--- src/rtl/dht11_sched_pkg.sv ---
// Shared encodings, counter width and default timing for the DHT11 capture scheduler.
package dht11_sched_pkg;

    localparam int CNT_W = 16;

    localparam int DEF_MIN_GAP_MS     = 2000;
    localparam int DEF_AUTO_PERIOD_MS = 8000;
    localparam int DEF_TIMEOUT_MS     = 50;
    localparam int DEF_RST_MS         = 5;
    localparam int DEF_MAX_RETRY      = 2;

    typedef enum logic [1:0] {
        ST_IDLE    = 2'd0,
        ST_START   = 2'd1,
        ST_WAIT    = 2'd2,
        ST_RECOVER = 2'd3
    } state_t;

    function automatic logic [7:0] sat_inc8(input logic [7:0] v);
        return (v == 8'hFF) ? v : v + 8'd1;
    endfunction

endpackage

--- src/rtl/ms_timer.sv ---
// Millisecond counter: clear beats count, counts tick_i while en_i, then holds at
// limit_i (WRAP=0) or returns to 0 on the next tick (WRAP=1); term_o = count at limit.
module ms_timer
    import dht11_sched_pkg::*;
#(
    parameter bit WRAP = 1'b0
) (
    input  logic             clk,
    input  logic             rst_n,
    input  logic             tick_i,
    input  logic             clr_i,
    input  logic             en_i,
    input  logic [CNT_W-1:0] limit_i,
    output logic             term_o
);

    logic [CNT_W-1:0] cnt_q, cnt_d;

    always_comb begin
        cnt_d = cnt_q;
        if (clr_i) begin
            cnt_d = '0;
        end else if (en_i && tick_i) begin
            if (cnt_q == limit_i) begin
                cnt_d = WRAP ? '0 : cnt_q;
            end else begin
                cnt_d = cnt_q + 1'b1;
            end
        end
    end

    always_ff @(posedge clk) begin
        if (!rst_n) begin
            cnt_q <= '0;
        end else begin
            cnt_q <= cnt_d;
        end
    end

    assign term_o = (cnt_q == limit_i);

endmodule

--- src/rtl/dht11_capture_scheduler.sv ---
// Merges manual/auto capture requests, enforces the inter-read gap, supervises each DHT11
// read with timeout + driver reset + retry. Optional counters: DHT11_SCHED_STATS_EN.
module dht11_capture_scheduler
    import dht11_sched_pkg::*;
#(
    parameter int MIN_GAP_MS     = DEF_MIN_GAP_MS,
    parameter int AUTO_PERIOD_MS = DEF_AUTO_PERIOD_MS,
    parameter int TIMEOUT_MS     = DEF_TIMEOUT_MS,
    parameter int RST_MS         = DEF_RST_MS,
    parameter int MAX_RETRY      = DEF_MAX_RETRY
) (
    input  logic       clk,
    input  logic       rst_n,
    input  logic       tick_ms,
    input  logic       auto_en,
    input  logic       man_req,
    output logic       drv_start,
    output logic       drv_rst_n,
    input  logic       drv_done,
    input  logic       drv_err,
    input  logic [7:0] drv_humid,
    input  logic [7:0] drv_temp,
    output logic [7:0] humid_q,
    output logic [7:0] temp_q,
    output logic       data_valid,
    output logic       busy,
    output logic       err_sticky,
    output logic [7:0] ok_cnt,
    output logic [7:0] err_cnt
);

    localparam logic [CNT_W-1:0] GAP_LIM  = CNT_W'(MIN_GAP_MS);
    localparam logic [CNT_W-1:0] AUTO_LIM = CNT_W'(AUTO_PERIOD_MS - 1);
    localparam logic [CNT_W-1:0] TO_LIM   = CNT_W'(TIMEOUT_MS);
    localparam logic [CNT_W-1:0] RST_LIM  = CNT_W'(RST_MS);
    localparam logic [7:0]       RETRY_LIM = 8'(MAX_RETRY);

    state_t     state_q, state_d;
    logic       man_prev_q, man_pend_q, man_pend_d;
    logic       auto_pend_q, auto_pend_d;
    logic       retry_pend_q, retry_pend_d;
    logic [7:0] retry_cnt_q, retry_cnt_d;
    logic [7:0] humid_d, temp_d;
    logic       data_valid_d, err_sticky_d;
    logic       drv_rst_n_q, drv_rst_n_d;

    logic gap_ok, auto_term, to_term, rst_term;
    logic auto_wrap, rd_ok, rd_fail, rec_exit, can_retry;

    ms_timer #(.WRAP(1'b0)) u_gap (
        .clk(clk), .rst_n(rst_n), .tick_i(tick_ms),
        .clr_i(state_q == ST_START), .en_i(1'b1),
        .limit_i(GAP_LIM), .term_o(gap_ok)
    );

    ms_timer #(.WRAP(1'b1)) u_auto (
        .clk(clk), .rst_n(rst_n), .tick_i(tick_ms),
        .clr_i(!auto_en), .en_i(auto_en),
        .limit_i(AUTO_LIM), .term_o(auto_term)
    );

    ms_timer #(.WRAP(1'b0)) u_timeout (
        .clk(clk), .rst_n(rst_n), .tick_i(tick_ms),
        .clr_i(state_q == ST_START), .en_i(state_q == ST_WAIT),
        .limit_i(TO_LIM), .term_o(to_term)
    );

    ms_timer #(.WRAP(1'b0)) u_recover (
        .clk(clk), .rst_n(rst_n), .tick_i(tick_ms),
        .clr_i(state_q != ST_RECOVER), .en_i(state_q == ST_RECOVER),
        .limit_i(RST_LIM), .term_o(rst_term)
    );

    assign auto_wrap = auto_en && tick_ms && auto_term;

    always_ff @(posedge clk) begin
        if (!rst_n) begin
            state_q <= ST_IDLE;
        end else begin
            state_q <= state_d;
        end
    end

    // A good drv_done wins over a timeout landing on the same cycle.
    always_comb begin
        state_d = state_q;
        case (state_q)
            ST_IDLE: begin
                if ((man_pend_q || auto_pend_q || retry_pend_q) && gap_ok) begin
                    state_d = ST_START;
                end
            end
            ST_START: state_d = ST_WAIT;
            ST_WAIT: begin
                if (drv_done && !drv_err) begin
                    state_d = ST_IDLE;
                end else if (drv_done || to_term) begin
                    state_d = ST_RECOVER;
                end
            end
            ST_RECOVER: begin
                if (rst_term) begin
                    state_d = ST_IDLE;
                end
            end
            default: state_d = ST_IDLE;
        endcase
    end

    always_comb begin
        drv_start = (state_q == ST_START);
        busy      = (state_q != ST_IDLE);
    end

    assign drv_rst_n = drv_rst_n_q;

    assign rd_ok     = (state_q == ST_WAIT) && drv_done && !drv_err;
    assign rd_fail   = (state_q == ST_WAIT) && (state_d == ST_RECOVER);
    assign rec_exit  = (state_q == ST_RECOVER) && rst_term;
    assign can_retry = (retry_cnt_q < RETRY_LIM);

    // Newly arriving requests take priority over the clear in START so none are lost.
    always_comb begin
        man_pend_d   = man_pend_q;
        auto_pend_d  = auto_pend_q;
        retry_pend_d = retry_pend_q;
        retry_cnt_d  = retry_cnt_q;
        humid_d      = humid_q;
        temp_d       = temp_q;
        data_valid_d = data_valid;
        err_sticky_d = err_sticky;

        if (state_q == ST_START) begin
            man_pend_d   = 1'b0;
            auto_pend_d  = 1'b0;
            retry_pend_d = 1'b0;
        end
        if (man_req && !man_prev_q) man_pend_d = 1'b1;
        if (auto_wrap)              auto_pend_d = 1'b1;
        if (!auto_en)               auto_pend_d = 1'b0;

        if (rd_ok) begin
            humid_d      = drv_humid;
            temp_d       = drv_temp;
            data_valid_d = 1'b1;
            err_sticky_d = 1'b0;
            retry_cnt_d  = '0;
        end
        if (rec_exit) begin
            if (can_retry) begin
                retry_cnt_d  = retry_cnt_q + 8'd1;
                retry_pend_d = 1'b1;
            end else begin
                retry_cnt_d  = '0;
                err_sticky_d = 1'b1;
            end
        end

        drv_rst_n_d = (state_d != ST_RECOVER);
    end

    always_ff @(posedge clk) begin
        if (!rst_n) begin
            man_prev_q   <= 1'b0;
            man_pend_q   <= 1'b0;
            auto_pend_q  <= 1'b0;
            retry_pend_q <= 1'b0;
            retry_cnt_q  <= '0;
            humid_q      <= '0;
            temp_q       <= '0;
            data_valid   <= 1'b0;
            err_sticky   <= 1'b0;
            drv_rst_n_q  <= 1'b0;
        end else begin
            man_prev_q   <= man_req;
            man_pend_q   <= man_pend_d;
            auto_pend_q  <= auto_pend_d;
            retry_pend_q <= retry_pend_d;
            retry_cnt_q  <= retry_cnt_d;
            humid_q      <= humid_d;
            temp_q       <= temp_d;
            data_valid   <= data_valid_d;
            err_sticky   <= err_sticky_d;
            drv_rst_n_q  <= drv_rst_n_d;
        end
    end

`ifdef DHT11_SCHED_STATS_EN
    logic [7:0] ok_cnt_q, err_cnt_q;

    always_ff @(posedge clk) begin
        if (!rst_n) begin
            ok_cnt_q  <= '0;
            err_cnt_q <= '0;
        end else begin
            if (rd_ok)   ok_cnt_q  <= sat_inc8(ok_cnt_q);
            if (rd_fail) err_cnt_q <= sat_inc8(err_cnt_q);
        end
    end

    assign ok_cnt  = ok_cnt_q;
    assign err_cnt = err_cnt_q;
`else
    assign ok_cnt  = '0;
    assign err_cnt = '0;
`endif

endmodule

--- config.mk ---
export PLATFORM = sky130hd
export DESIGN_NAME = dht11_capture_scheduler
export DESIGN_NICKNAME = d
export VERILOG_FILES = /design/src/rtl/dht11_sched_pkg.sv /design/src/rtl/ms_timer.sv /design/src/rtl/dht11_capture_scheduler.sv
export SDC_FILE = /design/constraint.sdc
export NUM_CORES = 1
export LEC_CHECK = 0
export ABC_AREA = 1
export CORE_ASPECT_RATIO = 0.8
export CORE_MARGIN = 1.5
export CORE_UTILIZATION = 55
export CTS_BUF_LIST = sky130_fd_sc_hd__clkbuf_2 sky130_fd_sc_hd__clkbuf_4 sky130_fd_sc_hd__clkbuf_8
export DETAILED_ROUTE_END_ITERATION = 8
export PLACE_DENSITY = 0.87
export SYNTH_ARGS = -nofsm -noshare
export SYNTH_HDL_FRONTEND = slang
export SYNTH_SLANG_ARGS = --single-unit
--- constraint.sdc ---
create_clock -name clk -period 2.1 [get_ports clk]
set_input_delay 0.21 -clock clk [delete_from_list [all_inputs] [get_ports clk]]
set_output_delay 0.21 -clock clk [all_outputs]
set_load 0.02 [all_outputs]
==> run_results.csv <==
group,metric,value,unit
clocking,post_cts_buffers,0,
synth,ys_ff_latch,97,
clocking,clk_pin_slew_worst_paths,0.09,ns
timing,min_period_over_period,90.2,%
synth,synth_ff_type,"dfxtp_1",
grt,grtUsageMet1,29.8,%
detailed_routing,vias,4985,
pwr,clkPwrFrac,40.4,%
floorplan,die_w,113,µm
layout,nNetsFinal,894,
synth,synth_edf_count,0,
grt,met2_usage,37.5,%
detailed_routing,drc,0,
clocking,cts_resized,0,
floorplan,die_h,90.8,µm
placement,finalWeightedCongestion,0.910,
grt,antenna_found_initial,0,
clocking,clock_sinks,97,
outcome,status,"completed",
timing,period_minus_slack,1.89,ns
worst_setup_path,crit_chain,"inv_1 > nor2_1 > clkdlybuf4s50_1",
detailed_routing,viasPerCell,5.07,
worst_setup_path,crit_cells,3,
grt,grt_pass1_vias,4430,
detailed_routing,first_pass_iters,5,
worst_setup_path,cp-startpoint,"state_q[0]",
synth,synth_area_leaders,"dfxtp_1 (37%), nand2_1 (17%), nor2_1 (11%), inv_1 (4.9%), a21oi_1 (4.7%)",
grt,grt_util_all_layers,23.3,%
timing,slew_viol_final,0,
placement,port_buffers,43,
worst_hold_path,hp-class,"flop to flop",
layout,fill_cells,816,
worst_setup_path,worstPathRequired,1.89,ns
worst_setup_path,end_kind,"output pin",
clocking,cts_made_buffers,9,
timing,fin_skew,0.0136,ns
clocking,cts_tree,"built",
worst_setup_path,start_kind,"flop",
timing,rsz0062_at_grt,"no",
pwr,p_per_area,567,mW/mm²
detailed_routing,first_iter_violations,382,
layout,antenna_cells,0,
clocking,max-clock-path-buffers,2,
pwr,leakage,2.23,nW
flow_run,cap_violations,0,
worst_setup_path,critPathBufInv,2,
timing,fmax,528,MHz
worst_setup_path,critPathKind,"flop to output pin",
clocking,root_buffer,"clkbuf_8",
grt,overflow,0,
synth,synth_cell_types,32,
pwr,internal_power,0.00262,W
pwr,pwr-share-comb,4.7,%
floorplan,row_count,31,
synth,avgSynthCellArea,6.44,µm²
grt,grt-busiest-layer,"met2",
grt,use_met3,7.45,%
detailed_routing,ant_nets,0,
timing,setup_viol,0,
timing,hold_violations,0,
clocking,clkLatencyLatePin,0.38,ns
detailed_routing,wl_per_cell,11.5,µm
worst_setup_path,arrival,1.68,ns
worst_setup_path,crit_path_top_delay_cell,"clkdlybuf4s50_1",
synth,syn_area,0.00530,mm²
timing,slew_headroom,38.7,%
clocking,cts_max_level,3,
worst_setup_path,setup.worst_path.end,"drv_start",
grt,grt_first_pass_wirelength,19.7,mm
clocking,hold_buffers,0,
floorplan,core_area,0.00919,mm²
floorplan,start_util,57.6,%
floorplan,die-area,0.0102,mm²
pwr,seqPwrFrac,54.9,%
synth,async_flop_share,0,%
synth,syn_inst,823,
timing,holdWs,0.433,ns
worst_setup_path,reg2reg_depth,9,
synth,yosysWarnings,0,
floorplan,io_pins,60,
worst_setup_path,crit_fanout,5,
worst_setup_path,cpPeakStageDelay,0.65,ns
synth,synth_top_area_share,36.7,%
layout,drive_gt1_share,5.76,%
synth,seq_area_frac_synth,36.7,%
worst_setup_path,r2r_start,"u_recover.cnt_q[0]",
pwr,p_sw_share,22.6,%
layout,syn2layout_area_growth,12.6,%
timing,worst_slew_pin_slew,0.918,ns
synth,synth_top_cell_by_area,"dfxtp_1",
pwr,switching_power,0.000763,W
detailed_routing,routed_wl,11.3,mm
timing,tns,0,ns
worst_setup_path,r2r_setup_slack,0.40,ns
grt,grt_start_max_net_pins,30,
placement,dp.final_hpwl,8.35,mm
worst_setup_path,timing.rr.end,"u_recover.cnt_q[1]",
pwr,vdd_drop_max,0.000633,V
worst_setup_path,cpLargestDelayFamily,"buffers and inverters",
## worst min path at each step
stage / startpoint / endpoint / slack [ns] / cells after the start
finish: man_prev_q / man_pend_q / 0.43 / 1
global route: man_req / man_prev_q / 0.44 / 3
CTS: man_prev_q / man_pend_q / 0.43 / 1
detailed placement: man_prev_q / man_pend_q / 0.42 / 1
global placement: man_prev_q / man_pend_q / 0.42 / 1
floorplan: man_req / man_prev_q / 0.32 / 2
## power groups by stage
stage                     Combinational [W]  Sequential (W)  Clock, W
after CTS                          0.000158         0.00185   0.00140
after global placement             0.000156         0.00190         0
after detailed placement           0.000158         0.00190         0
final                              0.000158         0.00185   0.00137
after global routing               0.000173         0.00186   0.00148
after floorplan                    0.000114         0.00190         0
## cell families after synthesis
| logic type | Yosys count | share of synthesized area [%] |
|---|---|---|
| other | 1 | 0.0708 |
| and+or+nand+nor | 499 | 39.7 |
| adders and majority gates | 8 | 1.89 |
| xor gates and xnor gates | 24 | 3.97 |
| DFF | 97 | 36.7 |
| AOI/OAI and AO/OA | 82 | 7.77 |
| buffers and inverters | 112 | 9.97 |
## area by class of cell
| cell class | count | area [µm²] | share of cell area (%) |
|---|---|---|---|
| multi-input combinational | 629 | 2880 | 48.3 |
| sequential | 97 | 1940 | 32.6 |
| timing repair buffer | 49 | 475 | 7.97 |
| inverter | 77 | 292 | 4.89 |
| tap | 115 | 144 | 2.41 |
| clock buffer | 10 | 138 | 2.31 |
| clock inverter | 6 | 90.1 | 1.51 |
## state kept, by name, summed over array words and instances, names as in the netlist
name             count
retry_pend_q         1
state_q              2
u_timeout.cnt_q     16
u_recover.cnt_q     16
drv_rst_n            1
humid_q              8
data_valid           1
u_gap.cnt_q         16
temp_q               8
err_sticky           1
man_prev_q           1
u_auto.cnt_q        16
man_pend_q           1
retry_cnt_q          8
auto_pend_q          1
## cell usage after synthesis, drive strengths merged, types with 10 or more instances
cell and number:
o21ai 31, nand3 51, dfxtp 97, xor2 14, nor2 162, a21oi 50, nand4 22, inv 76
nand2 250, buf 29, xnor2 10
## through the flow
| stage | util, % | total power [W] | instance area [µm²] | cells | setup WS [ns] |
|---|---|---|---|---|---|
| finish | 64.9 | 0.00338 | 5960 | 983 | 0.206 |
| global route | 64.9 | 0.00351 | 5960 | 983 | 0.105 |
| CTS | 64.9 | 0.00341 | 5960 | 983 | 0.192 |
| detailed placement | 62.4 | 0.00206 | 5740 | 967 | 0.170 |
| global placement | 62.4 | 0.00205 | 5740 | 967 | 0.180 |
| floorplan | - | 0.00201 | 5350 | 838 | 0.650 |
## cell usage in the layout (no fill, tap or decap), types with 6 or more instances in the layout
cell type / netlist / routed
a21oi_1: 50 / 50
buf_4: 20 / 6
clkbuf_8: 0 / 10
clkdlybuf4s50_1: 0 / 43
conb_1: 1 / 16
dfxtp_1: 97 / 97
ha_1: 8 / 8
inv_1: 69 / 69
inv_2: 6 / 6
nand2_1: 243 / 243
nand3_1: 50 / 50
nand4_1: 22 / 22
nor2_1: 153 / 153
nor2_2: 6 / 6
nor3_1: 7 / 7
o21ai_0: 30 / 30
xnor2_1: 10 / 10
xor2_1: 14 / 14
## per-layer routing
metal  vias to the layer above  share of wire [%]
li1                       2637                  -
met1                      2211                 47
met2                       123                 45
met3                        14                6.2
met4                         0                1.3
met5                         -                  0
Power figures use the tool's default switching activity.
